===== src/rtl/mfcc_buf_ctrl_pkg.sv =====
// Shared constants, FSM encoding and the play-word layout for the MFCC coefficient buffer.
package mfcc_buf_ctrl_pkg;

  localparam int unsigned ADDR_W     = 13;
  localparam int unsigned DATA_W     = 14;
  localparam int unsigned NCOEF      = 13;
  localparam int unsigned MAX_FRAMES = 630;
  localparam int unsigned FCNT_W     = 10;
  localparam int unsigned COEF_W     = 4;

  typedef enum logic [1:0] {
    StIdle = 2'd0,
    StRec  = 2'd1,
    StPlay = 2'd2
  } state_e;

  typedef struct packed {
    logic              last;
    logic [COEF_W-1:0] coef;
    logic [DATA_W-1:0] data;
  } play_word_t;

endpackage


===== src/rtl/mfcc_rd_skid.sv =====
// Two-entry valid/ready buffer between the synchronous RAM read port and the matcher.
module mfcc_rd_skid
  import mfcc_buf_ctrl_pkg::*;
(
  input  logic       clk,
  input  logic       rst_n,
  input  logic       push,
  input  play_word_t push_word,
  input  logic       out_ready,
  output logic       out_valid,
  output play_word_t out_word,
  output logic [1:0] occupancy
);

  play_word_t ent0_q, ent0_d, ent1_q, ent1_d;
  logic [1:0] cnt_q, cnt_d, wr_idx;
  logic       pop;

  always_comb begin
    pop    = (cnt_q != 2'd0) && out_ready;
    ent0_d = ent0_q;
    ent1_d = ent1_q;
    cnt_d  = cnt_q;
    wr_idx = cnt_q;
    if (pop) begin
      ent0_d = ent1_q;
      ent1_d = '0;
      cnt_d  = cnt_q - 2'd1;
      wr_idx = cnt_q - 2'd1;
    end
    // The issue logic never pushes into a full buffer; guard anyway.
    if (push && (wr_idx != 2'd2)) begin
      if (wr_idx == 2'd0) begin
        ent0_d = push_word;
      end else begin
        ent1_d = push_word;
      end
      cnt_d = wr_idx + 2'd1;
    end
  end

  always_ff @(posedge clk or negedge rst_n) begin
    if (!rst_n) begin
      ent0_q <= '0;
      ent1_q <= '0;
      cnt_q  <= 2'd0;
    end else begin
      ent0_q <= ent0_d;
      ent1_q <= ent1_d;
      cnt_q  <= cnt_d;
    end
  end

  assign out_valid = (cnt_q != 2'd0);
  assign out_word  = ent0_q;
  assign occupancy = cnt_q;

endmodule


===== src/rtl/mfcc_buf_ctrl.sv =====
// Record/play sequencer for the 8192x14 MFCC coefficient SDP RAM.
module mfcc_buf_ctrl
  import mfcc_buf_ctrl_pkg::*;
(
  input  logic              clk,
  input  logic              rst_n,
  input  logic              rec_start,
  input  logic              rec_end,
  input  logic              in_valid,
  input  logic [DATA_W-1:0] in_data,
  output logic              in_ready,
  input  logic              rd_start,
  output logic              out_valid,
  output logic [DATA_W-1:0] out_data,
  output logic [COEF_W-1:0] out_coef,
  output logic              out_last,
  input  logic              out_ready,
  output logic [FCNT_W-1:0] frame_cnt,
  output logic              busy,
  output logic              overflow,
  output logic              ram_wr_en,
  output logic [ADDR_W-1:0] ram_wr_addr,
  output logic [DATA_W-1:0] ram_wr_data,
  output logic [ADDR_W-1:0] ram_rd_addr,
  input  logic [DATA_W-1:0] ram_rd_data
);

  state_e            state_q;
  logic [COEF_W-1:0] wr_coef_q, rd_coef_q, meta_coef_q;
  logic [ADDR_W-1:0] wr_base_q, rd_addr_q;
  logic [FCNT_W-1:0] frame_cnt_q, rd_frame_q;
  logic              overflow_q, rd_done_q, inflight_q, meta_last_q;

  logic       accept, play_start, pop, issue, last_issue;
  logic [1:0] occ;
  logic [2:0] pending;
  play_word_t push_word, out_word;

  always_comb begin
    in_ready    = (state_q == StRec) && (frame_cnt_q < FCNT_W'(MAX_FRAMES));
    accept      = in_valid && in_ready;
    ram_wr_en   = accept;
    ram_wr_addr = wr_base_q + {{(ADDR_W - COEF_W){1'b0}}, wr_coef_q};
    ram_wr_data = accept ? in_data : '0;
    play_start  = (state_q == StIdle) && rd_start && !rec_start && (frame_cnt_q != '0);
    pop         = out_valid && out_ready;
    // Words that will be buffered or in flight after this edge, counting the pop.
    pending     = {1'b0, occ} + {2'b0, inflight_q} - {2'b0, pop};
    issue       = play_start || ((state_q == StPlay) && !rd_done_q && (pending < 3'd2));
    last_issue  = (rd_frame_q == frame_cnt_q - FCNT_W'(1)) &&
                  (rd_coef_q == COEF_W'(NCOEF - 1));
  end

  always_ff @(posedge clk or negedge rst_n) begin
    if (!rst_n) begin
      state_q     <= StIdle;
      wr_coef_q   <= '0;
      wr_base_q   <= '0;
      frame_cnt_q <= '0;
      overflow_q  <= 1'b0;
      rd_addr_q   <= '0;
      rd_coef_q   <= '0;
      rd_frame_q  <= '0;
      rd_done_q   <= 1'b0;
      inflight_q  <= 1'b0;
      meta_coef_q <= '0;
      meta_last_q <= 1'b0;
    end else begin
      inflight_q  <= issue;
      meta_coef_q <= rd_coef_q;
      meta_last_q <= last_issue;
      if (issue) begin
        rd_addr_q <= rd_addr_q + ADDR_W'(1);
        if (rd_coef_q == COEF_W'(NCOEF - 1)) begin
          rd_coef_q  <= '0;
          rd_frame_q <= rd_frame_q + FCNT_W'(1);
        end else begin
          rd_coef_q <= rd_coef_q + COEF_W'(1);
        end
        if (last_issue) begin
          rd_done_q <= 1'b1;
        end
      end
      unique case (state_q)
        StIdle: begin
          if (rec_start) begin
            state_q     <= StRec;
            wr_coef_q   <= '0;
            wr_base_q   <= '0;
            frame_cnt_q <= '0;
            overflow_q  <= 1'b0;
          end else if (play_start) begin
            state_q <= StPlay;
          end
        end
        StRec: begin
          if (accept) begin
            if (wr_coef_q == COEF_W'(NCOEF - 1)) begin
              wr_coef_q   <= '0;
              wr_base_q   <= wr_base_q + ADDR_W'(NCOEF);
              frame_cnt_q <= frame_cnt_q + FCNT_W'(1);
            end else begin
              wr_coef_q <= wr_coef_q + COEF_W'(1);
            end
          end
          if (in_valid && (frame_cnt_q == FCNT_W'(MAX_FRAMES))) begin
            overflow_q <= 1'b1;
          end
          // A partial frame is dropped by rewinding the coefficient index.
          if (rec_end) begin
            state_q   <= StIdle;
            wr_coef_q <= '0;
          end
        end
        StPlay: begin
          if (pop && out_word.last) begin
            state_q    <= StIdle;
            rd_addr_q  <= '0;
            rd_coef_q  <= '0;
            rd_frame_q <= '0;
            rd_done_q  <= 1'b0;
          end
        end
        default: state_q <= StIdle;
      endcase
    end
  end

  assign push_word = '{last: meta_last_q, coef: meta_coef_q, data: ram_rd_data};

  mfcc_rd_skid u_skid (
    .clk       (clk),
    .rst_n     (rst_n),
    .push      (inflight_q),
    .push_word (push_word),
    .out_ready (out_ready),
    .out_valid (out_valid),
    .out_word  (out_word),
    .occupancy (occ)
  );

  assign out_data    = out_word.data;
  assign out_coef    = out_word.coef;
  assign out_last    = out_word.last;
  assign frame_cnt   = frame_cnt_q;
  assign busy        = (state_q != StIdle);
  assign overflow    = overflow_q;
  assign ram_rd_addr = rd_addr_q;

endmodule

===== config.mk =====
export PLATFORM = sky130hd
export DESIGN_NAME = mfcc_buf_ctrl
export DESIGN_NICKNAME = d
export VERILOG_FILES = /design/src/rtl/mfcc_buf_ctrl_pkg.sv /design/src/rtl/mfcc_rd_skid.sv /design/src/rtl/mfcc_buf_ctrl.sv
export SDC_FILE = /design/constraint.sdc
export NUM_CORES = 1
export LEC_CHECK = 0
export CORE_MARGIN = 3
export CORE_UTILIZATION = 43
export CTS_CLUSTER_SIZE = 20
export DETAILED_ROUTE_END_ITERATION = 7
export PLACE_DENSITY = 0.72
export SETUP_SLACK_MARGIN = 0.15
export SYNTH_ARGS = -nofsm -noshare
export SYNTH_HDL_FRONTEND = slang
export SYNTH_SLANG_ARGS = --single-unit

===== constraint.sdc =====
create_clock -name clk -period 4.2 [get_ports clk]
set_clock_uncertainty 0.1 [all_clocks]
set_input_delay 0.84 -clock clk [delete_from_list [all_inputs] [get_ports clk]]
set_output_delay 0.84 -clock clk [all_outputs]
set_load 0.005 [all_outputs]

Word-level counts from Yosys, hierarchy flattened --
Index checks and enable logic that the tools add are counted.
Word-level totals: output and inout port bits 74, bits of input ports 35, logic and storage cells 118, register bits after elaboration 104
Operators by class: add/sub/neg operators 12, eq/ne operators 15, multiplexer cells 45, reductions and logical operators 25, $lt $le $gt $ge 2
Operators with widths (count):
- $mux W19 | 6
- $mux W13 | 6
- $mux W10 | 7
- $mux W4 | 8
- $pmux W13 S2 | 1
- $add A10 B1 Y10 const B | 2
- $pmux W10 S2 | 1
- $mux W14 | 1
- $add A13 B1 Y13 const B | 1
- $add A13 B4 Y13 | 1
- $add A13 B4 Y13 const B | 1
- $logic_and A1 B1 Y1 | 12
- $mux W2 | 6
- $eq A10 B10 Y1 | 1
- $eq A10 B10 Y1 const B | 1
- $lt A10 B10 Y1 const B | 1
- $reduce_bool A10 Y1 | 1
- $sub A10 B1 Y10 const B | 1
- $reduce_and A3 Y1 | 3
- $add A4 B1 Y4 const B | 2
- $eq A4 B4 Y1 const B | 2
- $ne A2 B2 Y1 const B | 4
- $pmux W4 S2 | 1
- $mux W1 | 6
- 16 further kinds | 23

Depth between registers and ports, before layout --
Gate-level depths: netlist of run 1.
word-level depth 9, depth in mapped cells 16, mapped depth without buffers 14

By module --
A second synthesis of run 1 with hierarchy kept.
Unflattened totals: cell total of the unflattened synthesis 702, area total of the unflattened synthesis 6229.7 um^2
By module, submodules not included:
- mfcc_buf_ctrl | area each 4088.9 um^2, sequential area each 1601.5 um^2, instances 1, cells each 451
- mfcc_rd_skid | area each 2140.8 um^2, sequential area each 1001.0 um^2, instances 1, cells each 251

Worst setup path after synthesis of run 1 --
No wires, ideal clock.
path kind input-to-reg, start input out_ready, end register rd_frame_q[8], data required time 3968 ps, setup slack 416 ps, stages 12, data arrival time 3552 ps, buffers on the path 3, setup time 132 ps, cell sequence nand2_1 > inv_1 > clkbuf_1 > ha_1 > nor2b_1 > fa_1 > o41a_1 > buf_6 > buf_6 > nor4_1 > xnor2_1 > nor2_1
On the way: word-level cells in the longest chain between the ends 8, elaborated cells on any way between the ends 9, classes of those cells add/sub (1); order compare (1); mux (3); reduce/logical (4)
Ends and longest elaborated chain:
- start, declared | line mfcc_buf_ctrl.sv:17 | input logic out_ready,
- $logic_and A1 B1 Y1 (*) | line mfcc_buf_ctrl.sv:46 | pop = out_valid && out_ready;
- $sub A3 B1 Y3 | line mfcc_buf_ctrl.sv:48 | pending = {1'b0, occ} + {2'b0, inflight_q} - {2'b0, pop};
- $lt A3 B2 Y1 | line mfcc_buf_ctrl.sv:49 | issue = play_start || ((state_q == StPlay) && !rd_done_q && (pending < 3'd2));
- $logic_and A1 B1 Y1 | line mfcc_buf_ctrl.sv:49
- $logic_or A1 B1 Y1 | line mfcc_buf_ctrl.sv:49
- $mux W10 | line mfcc_buf_ctrl.sv:72 | if (issue) begin
- $mux W10 | line mfcc_buf_ctrl.sv:116 | if (pop && out_word.last) begin
- $mux W10 (*) | line mfcc_buf_ctrl.sv:84 | unique case (state_q)
- end signal, assigned | line mfcc_buf_ctrl.sv:76 | rd_frame_q <= rd_frame_q + FCNT_W'(1);
- end, declared | line mfcc_buf_ctrl.sv:31 | logic [FCNT_W-1:0] frame_cnt_q, rd_frame_q;
Mark *: on every way between the ends. The rest lies on a longest branch, timed or not. A chain may end at the register's enable or synchronous reset.

Worst setup path after layout of run 1 --
start register wr_base_q[0], end output ram_wr_addr[12]
On the way: word-level cells in the longest chain between the ends 1
Ends and longest elaborated chain:
- start, declared | line mfcc_buf_ctrl.sv:30 | logic [ADDR_W-1:0] wr_base_q, rd_addr_q;
- start signal, assigned | line mfcc_buf_ctrl.sv:100 | wr_base_q <= wr_base_q + ADDR_W'(NCOEF);
- $add A13 B4 Y13 | line mfcc_buf_ctrl.sv:43 | ram_wr_addr = wr_base_q + {{(ADDR_W - COEF_W){1'b0}}, wr_coef_q};
- end, declared | line mfcc_buf_ctrl.sv:22 | output logic [ADDR_W-1:0] ram_wr_addr,
Every way passes these cells.

==> results.py, run 1 <==
metrics = {
    "detailed_routing": {
        "wire_per_inst_um": 15.2,
        "drt_iter0_markers": 296,
        "route.met3.wl_um": 459,
        "first_pass_iters": 5,
        "highest_layer": "met4",
        "wl_met2_um": 6840,
        "drc_errors": 0,
        "vias": 4700,
        "met1Wirelength_um": 5950,
        "antenna_left": 0,
        "viasPerCell": 5.33,
        "routed_wl_um": 13400,
    },
    "setup_path": {
        "cp_max_fo": 5,
        "end_kind": "output port",
        "slowest_stage": "clkdlybuf4s50_1",
        "critical-path-top-delay-family": "buffers and inverters",
        "cpMostUsedCell": "inv_1",
        "max_stage_delay_ns": 0.53,
        "crit_path_start_kind": "flip-flop",
        "cp_cell_sequence": "ha_1 -> inv_1 -> fa_1 -> inv_1 -> a21o_1 -> a21oi_1 -> nand2b_1 -> nor3_1 -> xor2_1 -> clkdlybuf4s50_1",
        "arrival_ns": 2.86,
        "crit_type": "flip-flop to output port",
        "ff2ff_path_depth": 12,
        "cp_data_required_time_ns": 3.26,
        "worstSetupPathDepth": 10,
        "cp_num_buf_inv": 3,
    },
    "placed_design": {
        "routabilityCongestion": 0.813,
        "pre_cts_slack_ns": 0.119,
        "numPortBuffers": 108,
        "hpwlAfterDp_um": 9650,
    },
    "synthesis": {
        "synth_nets": 663,
        "synth-simple-area-share": 0.219,
        "yosysWarnings": 0,
        "synth_cell_type_count": 49,
        "synth_fa_ha_area_frac": 0.0473,
        "synth_ff_type": "dfrtp_1",
        "synthTopCellsByCount": "dfrtp_1 (104), nand2_1 (87), nor2_1 (58)",
        "synthMuxAreaShare": 0.0339,
        "synth_top_family_by_area": "simple AND/OR/NAND/NOR gates",
        "synth_compound_area_frac": 0.0983,
        "synth-edff-count": 0,
        "yosysTopAreaCell": "dfrtp_1",
        "seq_area_frac_synth": 0.464,
        "avgSynthCellArea_um2": 9.23,
        "netlist_instances": 608,
        "netlist_top_cells_area": "dfrtp_1 (46%), xnor2_1 (6.7%), nand2_1 (5.8%)",
        "synthArstFlopShare": 1.00,
        "synth_top_area_frac": 0.464,
        "yosysMostFrequentCell": "dfrtp_1",
        "synth_seq_cells": 104,
        "synthesis.area_um2": 5610,
        "synth_xor_xnor_area_share": 0.0952,
    },
    "cts": {
        "cts_buffers": 9,
        "cts_resized": 0,
        "clock_sinks": 104,
        "htreeDepth": 3,
        "cts_tree": "built",
        "holdBufCountCts": 0,
        "clk_pin_slew_ns": 0.08,
        "cts_buffer_depth": 2,
        "cts_root_buf": "clkbuf_16",
        "insertion_delay_ns": 0.34,
        "post_cts_buffers": 0,
    },
    "power": {
        "leakagePower_uw": 0.00312,
        "vdd_drop_max_v": 0.000239,
        "p_int_uw": 1640,
        "pwr_density_cell_nw_per_um2": 323,
        "switchingPower_uw": 659,
        "swShare": 0.286,
        "clkPwrFrac": 0.354,
        "power_frac_seq": 0.471,
        "p_comb_frac": 0.175,
    },
    "timing": {
        "rsz0062_at_grt": "no",
        "tightestPinTransition_ns": 0.896,
        "slew_headroom": 0.402,
        "fmax_mhz": 263,
        "finalSetupViolations": 0,
        "fin_setup_tns_ns": 0,
        "min_period_ns": 3.80,
        "slew_viol_final": 0,
        "finalHoldViolations": 0,
        "period_share": 0.906,
        "fin_ws_ns": 0.396,
    },
    "global_routing": {
        "grt_pass1_vias": 4759,
        "grt_max_degree": 61,
        "antenna_found_initial": 0,
        "grt_usage": 0.192,
        "overflow": 0,
        "grt_pass1_wl_um": 23200,
    },
    "die": {
        "pin_count": 109,
        "die_w_um": 120,
        "coreArea_um2": 12700,
        "die-area_um2": 14500,
        "rows": 41,
        "die_h_um": 120,
        "start_util": 0.443,
    },
    "min_path": {
        "hold_path_class": "flip-flop to flip-flop",
        "whs_path_depth": 0,
    },
    "finish": {
        "fillCellCount": 1105,
        "diodes": 0,
        "synthToLayoutAreaGrowth_pct": 27.2,
        "layout-drive-gt1-share": 0.0494,
        "fin_nets": 759,
    },
    "job": {
        "drv_cap": 0,
    },
    "outcome": {
        "status": "complete, no violations",
    },
}
==> per-stage QoR <==
| stage | utilization | cell area, µm² | hold WS, ns | std cells | power [µW] |
|---|---|---|---|---|---|
| floorplan | - | 5610 | 0.299 | 608 | 1320 |
| global placement | 0.541 | 6850 | 0.328 | 865 | 1490 |
| detailed placement | 0.541 | 6850 | 0.335 | 865 | 1510 |
| CTS | 0.564 | 7140 | 0.364 | 881 | 2330 |
| global route | 0.564 | 7140 | 0.384 | 881 | 2420 |
| finish | 0.564 | 7140 | 0.363 | 881 | 2300 |
==> flip-flops by register name, summed over array words and instances (netlist names) <==
| signal | cells |
|---|---|
| u_skid.ent1_q | 19 |
| state_q | 2 |
| ram_rd_addr | 13 |
| meta_last_q | 1 |
| rd_coef_q | 4 |
| inflight_q | 1 |
| meta_coef_q | 4 |
| u_skid.occupancy | 2 |
| u_skid.out_word | 19 |
| rd_frame_q | 10 |
| wr_base_q | 13 |
| rd_done_q | 1 |
| wr_coef_q | 4 |
| overflow | 1 |
| frame_cnt | 10 |
==> area by class of cell <==
type | instances | area [µm²] | share of cell area
Clock buffer | 9 | 225 | 0.0315
Inverter | 25 | 93.8 | 0.0131
Tap cell | 172 | 215 | 0.0301
Timing Repair Buffer | 117 | 1160 | 0.162
Multi-Input combinational cell | 447 | 2780 | 0.389
Sequential cell | 104 | 2600 | 0.364
Clock inverter | 7 | 67.6 | 0.00946
==> worst paths after layout <==
check | startpoint | endpoint | slack [ns]
max | wr_base_q[0]$_DFFE_PN0P_ | ram_wr_addr[12] | 0.40
min | rd_coef_q[3]$_DFF_PN0_ | meta_coef_q[3]$_DFF_PN0_ | 0.36
max reg2reg | u_skid.occupancy[1]$_DFF_PN0_ | rd_frame_q[3]$_DFF_PN0_ | 0.65
min reg2reg | rd_coef_q[3]$_DFF_PN0_ | meta_coef_q[3]$_DFF_PN0_ | 0.36
max in group asynchronous | rst_n | rd_frame_q[5]$_DFF_PN0_ | 2.69
min in group asynchronous | rst_n | u_skid.ent1_q[12]$_DFF_PN0_ | 0.46
==> cells in the final DEF (no fill, tap or decap), types with 19 or more instances in the layout <==
cell type        Yosys  routed
o21ai_0             49      49
nor2_1              58      58
nand2_1             87      87
inv_1               23      23
mux2i_1             19      19
xnor2_1             43      43
dfrtp_1            104     104
clkdlybuf4s50_1      0     107
==> per-layer routing <==
metal,vias up,GRT usage
li1,2256,-
met1,2315,0.254
met2,116,0.335
met3,13,0.0229
met4,0,0.0524
met5,-,0
==> logic make-up (layout without fill, tap and decap cells) <==
family | Yosys count | count (layout)
simple gates | 253 | 253
flops | 104 | 104
compound gates | 94 | 94
xor+xnor | 61 | 61
buf+inv | 57 | 158
fa+ha+maj | 20 | 20
mux | 19 | 19
==> power groups by stage <==
stage,Combinational [µW],Sequential [µW],Clock [µW]
global placement,388,1100,0
CTS,412,1090,830
global route,458,1090,864
floorplan,226,1100,0
finish,402,1090,815
detailed placement,405,1100,0
No activity file was read; power rests on OpenSTA's default activity.
==> inputs of run 2 (changes only) <==
ABC_CLOCK_PERIOD_IN_PS = 4200   (was not set)
RECOVER_POWER = 50   (was not set)
==> run 2 against run 1 <==
The flow now finishes with violations (capacitance limit, slew limit); clock power barely moved; largest cell class unchanged; fmax shrank 0.11%; design area fell by 0.25%; global-route usage is the same.
==> results.py, run 2 (synthesis gave the netlist of run 1 again) <==
metrics = {
    "setup_path": {
        "arrival_ns": 2.87,
        "end_kind": "output port",
        "max_stage_delay_ns": 0.53,
        "cp_cell_sequence": "ha_1 -> inv_1 -> fa_1 -> inv_1 -> a21o_1 -> a21oi_1 -> nand2b_1 -> nor3_1 -> xor2_1 -> clkdlybuf4s50_1",
        "critical-path-top-delay-family": "buffers and inverters",
        "crit_type": "flip-flop to output port",
        "rrSetupSlack_ns": 0.66,
        "crit_path_start_kind": "flip-flop",
        "cpMostUsedCell": "inv_1",
        "cp_max_fo": 5,
        "slowest_stage": "clkdlybuf4s50_1",
        "cp_num_buf_inv": 3,
        "cp_data_required_time_ns": 3.26,
    },
    "detailed_routing": {
        "drc_errors": 0,
        "viasPerCell": 5.34,
        "first_pass_iters": 4,
        "drt_iter0_markers": 247,
        "wire_per_inst_um": 15.2,
        "routed_wl_um": 13400,
        "vias": 4703,
        "antenna_left": 0,
    },
    "cts": {
        "clock_sinks": 104,
        "insertion_delay_ns": 0.34,
        "holdBufCountCts": 0,
        "cts_buffer_depth": 2,
        "cts_buffers": 9,
        "clk_pin_slew_ns": 0.08,
        "post_cts_buffers": 0,
        "cts_tree": "built",
        "htreeDepth": 3,
        "cts_root_buf": "clkbuf_16",
        "cts_resized": 0,
    },
    "power": {
        "p_comb_frac": 0.174,
        "p_int_uw": 1640,
        "swShare": 0.286,
        "pwr_density_cell_nw_per_um2": 323,
        "clkPwrFrac": 0.354,
        "power_frac_seq": 0.472,
        "leakagePower_uw": 0.00318,
        "vdd_drop_max_v": 0.000239,
        "switchingPower_uw": 657,
        "power_uw": 2300,
    },
    "finish": {
        "fillCellCount": 1107,
        "synthToLayoutAreaGrowth_pct": 26.9,
        "fin_cells": 881,
        "seq_area_um2": 2600,
        "layout_common_cells": "dfrtp_1 (104), clkdlybuf4s50_1 (89), nand2_1 (87)",
        "fin_nets": 759,
        "layout-drive-gt1-share": 0.0437,
        "final_common_cell": "dfrtp_1",
        "multi_input_area_um2": 2770,
        "diodes": 0,
    },
    "global_routing": {
        "grt_usage": 0.192,
        "grt_pass1_wl_um": 23200,
        "overflow": 0,
        "grt_max_degree": 61,
        "grt_pass1_vias": 4759,
        "antenna_found_initial": 0,
    },
    "die": {
        "die-area_um2": 14500,
        "start_util": 0.443,
        "die_h_um": 120,
        "die_w_um": 120,
        "pin_count": 109,
        "coreArea_um2": 12700,
        "rows": 41,
    },
    "timing": {
        "finalHoldViolations": 0,
        "fmax_mhz": 263,
        "fin_ws_ns": 0.392,
        "tightestPinTransition_ns": 3.15,
        "min_period_ns": 3.81,
        "period_share": 0.907,
        "slew_viol_final": 61,
        "fin_setup_tns_ns": 0,
        "slew_headroom": -1.10,
        "worst_hold_slack_ns": 0.360,
        "finalSetupViolations": 0,
        "rsz0062_at_grt": "no",
    },
    "placed_design": {
        "hpwlAfterDp_um": 9650,
        "routabilityCongestion": 0.813,
        "numPortBuffers": 108,
        "post-place-cells": 865,
        "pre_cts_slack_ns": 0.119,
    },
    "min_path": {
        "hold_path_class": "flip-flop to flip-flop",
    },
    "outcome": {
        "status": "finished with violations",
        "violations": "capacitance limit, slew limit",
    },
    "job": {
        "drv_cap": 1,
    },
}
==> run 2: worst reg2reg max path: stages, from the launching register on <==
cell	delay [ns]
dfrtp_1	0.41
inv_1	0.11
ha_1	0.15
inv_1	0.05
nand2_1	0.08
inv_1	0.06
ha_1	0.34
nor2b_1	0.18
fa_1	0.44
o41a_1	0.74
or3_1	0.50
xor2_1	0.18
nor2_1	0.07
==> run 2: metrics by stage <==
step / utilization / cell area [µm²]
2_1_floorplan: - / 5610
3_3_place_gp: 0.541 / 6850
3_5_place_dp: 0.541 / 6850
4_1_cts: 0.564 / 7140
5_1_grt: 0.562 / 7120
6_report: 0.562 / 7120
==> run 2: worst paths after layout <==
check                                         startpoint                     endpoint  depth (start not counted)
setup / recovery                wr_base_q[0]$_DFFE_PN0P_              ram_wr_addr[12]                         10
hold reg to reg                   rd_coef_q[3]$_DFF_PN0_     meta_coef_q[3]$_DFF_PN0_                          0
hold / removal                    rd_coef_q[3]$_DFF_PN0_     meta_coef_q[3]$_DFF_PN0_                          0
setup reg to reg           u_skid.occupancy[1]$_DFF_PN0_      rd_frame_q[3]$_DFF_PN0_                         12
max in group asynchronous                          rst_n   u_skid.ent1_q[1]$_DFF_PN0_                          1
min in group asynchronous                          rst_n  u_skid.ent1_q[12]$_DFF_PN0_                          1
==> run 2: cell type report <==
type,count,area share
multi-input combinational,447,0.389
sequential,104,0.365
timing repair buffer,117,0.162
clock buffer,9,0.0316
tap,172,0.0302
inverter,25,0.0132
clock inverter,7,0.00948
==> run 2: power by group through the flow <==
stage               clock (µW)  combinational (µW)  sequential, µW
floorplan                    0                 226            1100
global route               864                 457            1090
CTS                        830                 412            1090
detailed placement           0                 405            1100
global placement             0                 388            1100
finish                     814                 401            1090
==> run 2: layer usage <==
| metal | routed length [µm] | GRT usage | part of all wire |
|---|---|---|---|
| met1 | 5970 | 0.254 | 0.45 |
| met3 | 417 | 0.0229 | 0.031 |
| met4 | 148 | 0.0524 | 0.011 |
| met2 | 6830 | 0.335 | 0.51 |
| met5 | 0 | 0 | 0 |
==> inputs of run 3 (changes only) <==
SLEW_MARGIN = 30   (was not set)
==> results of run 3 <==
Same layout as run 2: the final DEF is identical, and so are final timing and power.
